===== src/rtl/uart_pkg.sv =====
// Shared types and constants for the UART frame sender: transmitter states,
// parity modes and the frame-length rule.
package uart_pkg;

    typedef enum logic [2:0] {
        ST_IDLE,
        ST_START,
        ST_DATA,
        ST_PARITY,
        ST_STOP
    } tx_state_e;

    localparam int PAR_NONE = 0;
    localparam int PAR_EVEN = 1;
    localparam int PAR_ODD  = 2;

    // Clock cycles on the line for one complete frame.
    function automatic int frame_len(input int clk_div, input int data_bits,
                                     input int parity, input int stop_bits);
        return clk_div * (1 + data_bits + ((parity != PAR_NONE) ? 1 : 0) + stop_bits);
    endfunction

endpackage


===== src/rtl/sync_fifo.sv =====
// Single-clock FIFO with first-word-fall-through read data and an occupancy count.
module sync_fifo #(
    parameter int WIDTH = 8,
    parameter int DEPTH = 16
) (
    input  logic                   clk,
    input  logic                   reset,
    input  logic                   push,
    input  logic                   pop,
    input  logic [WIDTH-1:0]       din,
    output logic [WIDTH-1:0]       dout,
    output logic                   full,
    output logic                   empty,
    output logic [$clog2(DEPTH):0] level
);

    localparam int AW = $clog2(DEPTH);
    localparam logic [AW:0] FULL_LVL = (AW+1)'(DEPTH);

    logic [WIDTH-1:0] mem [DEPTH];
    logic [AW-1:0]    rd_ptr;
    logic [AW-1:0]    wr_ptr;
    logic             do_push;
    logic             do_pop;

    assign full    = (level == FULL_LVL);
    assign empty   = (level == '0);
    assign do_push = push && !full;
    assign do_pop  = pop && !empty;
    assign dout    = mem[rd_ptr];

    // Storage is left unreset so it can map onto RAM; a push in a reset cycle is dropped.
    always_ff @(posedge clk) begin
        if (do_push && !reset)
            mem[wr_ptr] <= din;
    end

    always_ff @(posedge clk) begin
        if (reset) begin
            rd_ptr <= '0;
            wr_ptr <= '0;
            level  <= '0;
        end else begin
            if (do_push) wr_ptr <= wr_ptr + 1'b1;
            if (do_pop)  rd_ptr <= rd_ptr + 1'b1;
            case ({do_push, do_pop})
                2'b10:   level <= level + 1'b1;
                2'b01:   level <= level - 1'b1;
                default: level <= level;
            endcase
        end
    end

endmodule


===== src/rtl/uart_frame_sender.sv =====
// FIFO-buffered UART transmitter: start bit, LSB-first data, optional parity,
// one or two stop bits; frames are sent back-to-back while words are queued.
module uart_frame_sender
    import uart_pkg::*;
#(
    parameter int CLK_DIV    = 16,
    parameter int DATA_BITS  = 8,
    parameter int PARITY     = 0,
    parameter int STOP_BITS  = 1,
    parameter int FIFO_DEPTH = 16
) (
    input  logic                        Clk,
    input  logic                        reset,
    input  logic [DATA_BITS-1:0]        in_data,
    input  logic                        in_valid,
    output logic                        in_ready,
    output logic                        UART_Out,
    output logic                        busy,
    output logic [$clog2(FIFO_DEPTH):0] fifo_level
);

    localparam int CW = $clog2(CLK_DIV);
    localparam logic [CW-1:0] CNT_MAX   = CW'(CLK_DIV - 1);
    localparam logic [3:0]    LAST_DATA = 4'(DATA_BITS - 1);
    localparam logic [3:0]    LAST_STOP = 4'(STOP_BITS - 1);
    localparam logic          ODD_MODE  = (PARITY == PAR_ODD);

    tx_state_e            state;
    logic [CW-1:0]        cnt;
    logic [3:0]           bit_idx;
    logic [DATA_BITS-1:0] shreg;
    logic                 par_bit;

    logic                 push;
    logic                 pop;
    logic                 full;
    logic                 empty;
    logic [DATA_BITS-1:0] head;
    logic                 bit_end;
    logic                 stop_done;

    assign in_ready  = !full;
    assign push      = in_valid && !full;
    assign bit_end   = (cnt == CNT_MAX);
    assign stop_done = (state == ST_STOP) && bit_end && (bit_idx == LAST_STOP);
    // The next word leaves the FIFO either from idle or on the last stop cycle.
    assign pop       = !empty && ((state == ST_IDLE) || stop_done);
    assign busy      = (state != ST_IDLE) || !empty;

    sync_fifo #(
        .WIDTH (DATA_BITS),
        .DEPTH (FIFO_DEPTH)
    ) u_fifo (
        .clk   (Clk),
        .reset (reset),
        .push  (push),
        .pop   (pop),
        .din   (in_data),
        .dout  (head),
        .full  (full),
        .empty (empty),
        .level (fifo_level)
    );

    always_ff @(posedge Clk) begin
        if (reset) begin
            state    <= ST_IDLE;
            cnt      <= '0;
            bit_idx  <= '0;
            shreg    <= '0;
            par_bit  <= 1'b0;
            UART_Out <= 1'b1;
        end else begin
            case (state)
                ST_IDLE: begin
                    cnt      <= '0;
                    bit_idx  <= '0;
                    UART_Out <= 1'b1;
                    if (!empty) begin
                        shreg    <= head;
                        par_bit  <= (^head) ^ ODD_MODE;
                        state    <= ST_START;
                        UART_Out <= 1'b0;
                    end
                end
                ST_START: begin
                    cnt <= cnt + 1'b1;
                    if (bit_end) begin
                        cnt      <= '0;
                        bit_idx  <= '0;
                        state    <= ST_DATA;
                        UART_Out <= shreg[0];
                    end
                end
                ST_DATA: begin
                    cnt <= cnt + 1'b1;
                    if (bit_end) begin
                        cnt <= '0;
                        if (bit_idx == LAST_DATA) begin
                            bit_idx <= '0;
                            if (PARITY != PAR_NONE) begin
                                state    <= ST_PARITY;
                                UART_Out <= par_bit;
                            end else begin
                                state    <= ST_STOP;
                                UART_Out <= 1'b1;
                            end
                        end else begin
                            bit_idx  <= bit_idx + 1'b1;
                            shreg    <= shreg >> 1;
                            UART_Out <= shreg[1];
                        end
                    end
                end
                ST_PARITY: begin
                    cnt <= cnt + 1'b1;
                    if (bit_end) begin
                        cnt      <= '0;
                        bit_idx  <= '0;
                        state    <= ST_STOP;
                        UART_Out <= 1'b1;
                    end
                end
                ST_STOP: begin
                    cnt <= cnt + 1'b1;
                    if (bit_end) begin
                        cnt <= '0;
                        if (bit_idx == LAST_STOP) begin
                            bit_idx <= '0;
                            // Chain straight into the next start bit when more data waits.
                            if (!empty) begin
                                shreg    <= head;
                                par_bit  <= (^head) ^ ODD_MODE;
                                state    <= ST_START;
                                UART_Out <= 1'b0;
                            end else begin
                                state    <= ST_IDLE;
                                UART_Out <= 1'b1;
                            end
                        end else begin
                            bit_idx <= bit_idx + 1'b1;
                        end
                    end
                end
                default: begin
                    state    <= ST_IDLE;
                    UART_Out <= 1'b1;
                end
            endcase
        end
    end

endmodule


===== config.mk =====
export PLATFORM = sky130hd
export DESIGN_NAME = uart_frame_sender
export DESIGN_NICKNAME = d
export VERILOG_FILES = /design/src/rtl/uart_pkg.sv /design/src/rtl/sync_fifo.sv /design/src/rtl/uart_frame_sender.sv
export SDC_FILE = /design/constraint.sdc
export NUM_CORES = 1
export LEC_CHECK = 0
export CORE_AREA = 10 10 102 140
export CTS_CLUSTER_SIZE = 12
export DETAILED_ROUTE_END_ITERATION = 8
export DIE_AREA = 0 0 112 150
export PLACE_DENSITY = 0.82
export SLEW_MARGIN = 25
export SYNTH_ARGS = -nofsm -noshare
export SYNTH_HDL_FRONTEND = slang
export SYNTH_SLANG_ARGS = --single-unit

===== constraint.sdc =====
create_clock -name Clk -period 8.3 [get_ports Clk]
set_input_delay 0.83 -clock Clk [delete_from_list [all_inputs] [get_ports Clk]]
set_output_delay 0.83 -clock Clk [all_outputs]
set_load 0.03 [all_outputs]

==> reports/results.ini <==
[layout]
stdcell_area_mm2 = 0.007775
fin_nets = 491
syn_to_final_growth_pct = 12.59
diodes = 0
drive_gt1_share_pct = 16.36
utilization_pct = 66.44

[placed_design]
hpwl_um = 8607
port_buffers = 18
dpl_cell_area_mm2 = 0.007181
place_congestion = 0.8134

[setup_path]
worst_path_max_delay_cell = nor2_2
rr_endpoint = u_fifo.level[4]$_SDFFE_PP0P_
cp_max_fo = 16
path_class = reg2reg
crit_arrival_ps = 3850
critPathRequiredTime_ps = 8660
start_kind = register
rr_startpoint = state[0]$_SDFFE_PP0P_
crit_path_max_incr_delay_ps = 640
cp-end-kind = register
r2r_cells = 10
crit_chain = nor2_1, o21ai_1, nor2_2, ha_1, and3b_1, o21ai_0, o41ai_2, xnor2_1, or3_1, a21oi_1
r2r_slack_ps = 4810

[detailed_routing]
antenna_left = 0
wl_um = 13250
routedWlPerCell_um = 21.03
vias_per_cell = 6.221
drt_iter0_drc = 228
vias = 3919
drt_first_pass_iters = 5
drcViolationCount = 0

[floorplan]
num_io_pins = 19
die_width_um = 112
dieHeight_um = 150
initial_core_util_pct = 59.01
num_rows = 47
core-area_mm2 = 0.01170
die_area_mm2 = 0.01680

[clock_network]
numClockSinks = 165
post-cts-setup-buffers = 0
clock_latency_ps = 430
cts_root_buffer = clkbuf_16
numCtsBuffers = 17
hold_buffers = 0
path_clk_slew_ps = 60
cts_tree = done
h-tree-depth = 4
cts.path.max_buffers = 2
cts_resized = 0

[global_route]
grt_pass1_vias = 3958
track_usage_pct = 16.32
antenna_found_initial = 0
grt_first_pass_wirelength_um = 21240
grt_max_degree = 44
grt-ovfl-total = 0

[pwr]
ir_worst_vdd_mv = 0.1791
pwr_density_cell_mw_per_mm2 = 306.8
power.leakage_nw = 2.476

[timing]
worst_pin_slew_ps = 1035
fin_crit_sh_pct = 42.10
clock_skew_ps = 10.23
finalSetupViolCount = 0
hold_viol = 0
fmax_mhz = 286.2
drv_slew = 0
finalCriticalPeriod_ps = 3495
rsz0062_at_grt = no
setup_tns_ps = 0
fin_worst_hold_slack_ps = 470.1
slew_headroom_pct = 30.92

[logic_synthesis]
synth_area_mm2 = 0.006905
yosysWarningCount = 0
synth_edf_count = 128
synthCells = 457
seq_area_frac_synth_pct = 66.39
yosys.area.top_type_share_pct = 55.66
avgSynthCellArea_um2 = 15.11
syn_nets = 478
netlist_top_cells_area = edfxtp_1 56%, mux4_2 11%, dfxtp_1 11%
ys_ff_latch = 165
ys_types = 55
yosysMostFrequentCell = edfxtp_1
ys.flop_type = edfxtp_1
ys_top_cells_by_count = 128 x edfxtp_1, 40 x nor2_1, 37 x dfxtp_1, 34 x a21oi_1, 33 x mux4_2
synth_largest_area_cell = edfxtp_1
synthArstFlopShare_pct = 0

[hold_path]
min_path_type = reg2reg
worstHoldEndpoint = shreg[0]$_SDFFE_PP0P_
whs_path_depth = 2
hp-start = shreg[0]$_SDFFE_PP0P_

[run_status]
status = finished, final reports clean

[flow_run]
drv_cap = 0

==> worst max-delay path by stage <==
stage	startpoint	to	slack, ps	depth (start not counted)
6_report	state[0]$_SDFFE_PP0P_	u_fifo.level[4]$_SDFFE_PP0P_	4810	10
5_1_grt	state[0]$_SDFFE_PP0P_	u_fifo.level[4]$_SDFFE_PP0P_	4470	10
4_1_cts	state[0]$_SDFFE_PP0P_	u_fifo.level[4]$_SDFFE_PP0P_	4870	10
3_3_place_gp	in_valid	u_fifo.level[4]$_SDFFE_PP0P_	4990	12
3_5_place_dp	in_valid	u_fifo.level[4]$_SDFFE_PP0P_	4880	12
2_1_floorplan	u_fifo.level[1]$_SDFFE_PP0P_	u_fifo.level[4]$_SDFFE_PP0P_	5120	14
==> per-layer routing <==
layer	global-route usage, %	up-vias	wire, um
met5	0	-	0
met3	3.446	26	631
met2	29.06	138	7222
met1	17.55	1951	5026
li1	-	1804	-
met4	9.415	0	368
==> area by class of cell <==
| class | instances | area, um2 |
|---|---|---|
| sequential | 165 | 4586 |
| fill | 769 | 3928 |
| multi-input combinational | 255 | 2171 |
| clock buffer | 17 | 425.4 |
| timing repair buffer | 21 | 202.7 |
| tap | 147 | 183.9 |
| clock inverter | 15 | 168.9 |
| inverter | 10 | 37.54 |
==> where the power goes <==
part	leakage [nW]	internal (mW)	switching, mW
clock	0.296	0.452	0.331
sequential	1.46	0.943	0.0555
combinational	0.725	0.269	0.335
total	2.48	1.66	0.722
==> stage by stage <==
stage                     cells  setup slack [ps]  total power, mW
after global routing        630              4471            2.493
after floorplan             457              5120            1.466
after global placement      598              4987            1.597
after CTS                   630              4867            2.399
after detailed placement    598              4877            1.614
final                       630              4805            2.385
==> layout by cell type, fill, tap and decap left out, drive strengths merged, types with 3 or more instances in the layout <==
| cell | instances |
|---|---|
| edfxtp | 128 |
| nor2 | 42 |
| dfxtp | 37 |
| a21oi | 35 |
| mux4 | 33 |
| nand2 | 23 |
| clkdlybuf4s50 | 18 |
| inv | 18 |
| clkbuf | 17 |
| mux2i | 16 |
| o21ai | 15 |
| ha | 10 |
| nor3 | 7 |
| a221o | 7 |
| xor2 | 6 |
| clkinv | 5 |
| or4 | 4 |
| nand3 | 4 |
| nor2b | 4 |
| nor3b | 4 |
| xnor2 | 4 |
| nand3b | 3 |
| or3 | 3 |
| a31oi | 3 |
| nand4 | 3 |
| buf | 3 |
==> cell families (layout without fill, tap and decap cells) <==
group | after synthesis | in the layout | synth area share [%]
AOI/OAI and AO/OA | 76 | 76 | 6.976
muxes | 50 | 50 | 13.25
DFF | 165 | 165 | 66.39
adders and majority gates | 10 | 10 | 1.812
xor gates and xnor gates | 10 | 10 | 1.268
and+or+nand+nor | 109 | 109 | 8.136
buffers and inverters | 37 | 63 | 2.174
==> sequential cells by signal, summed over array words and instances, names as in the netlist, named ones only <==
| name | cells |
|---|---|
| bit_idx | 4 |
| u_fifo.mem | 128 |
| cnt | 4 |
| u_fifo.rd_ptr | 4 |
| state | 3 |
| u_fifo.level | 5 |
| UART_Out | 1 |
| shreg | 8 |
| u_fifo.wr_ptr | 4 |
==> critical path: cells and delay by family, from the launching register on <==
kind | cells | cell delay, ps
xor gates and xnor gates | 1 | 150
adders and majority gates | 1 | 430
DFF | 1 | 410
AOI/OAI and AO/OA | 4 | 750
and+or+nand+nor | 4 | 1690
Power figures use the tool's default switching activity.
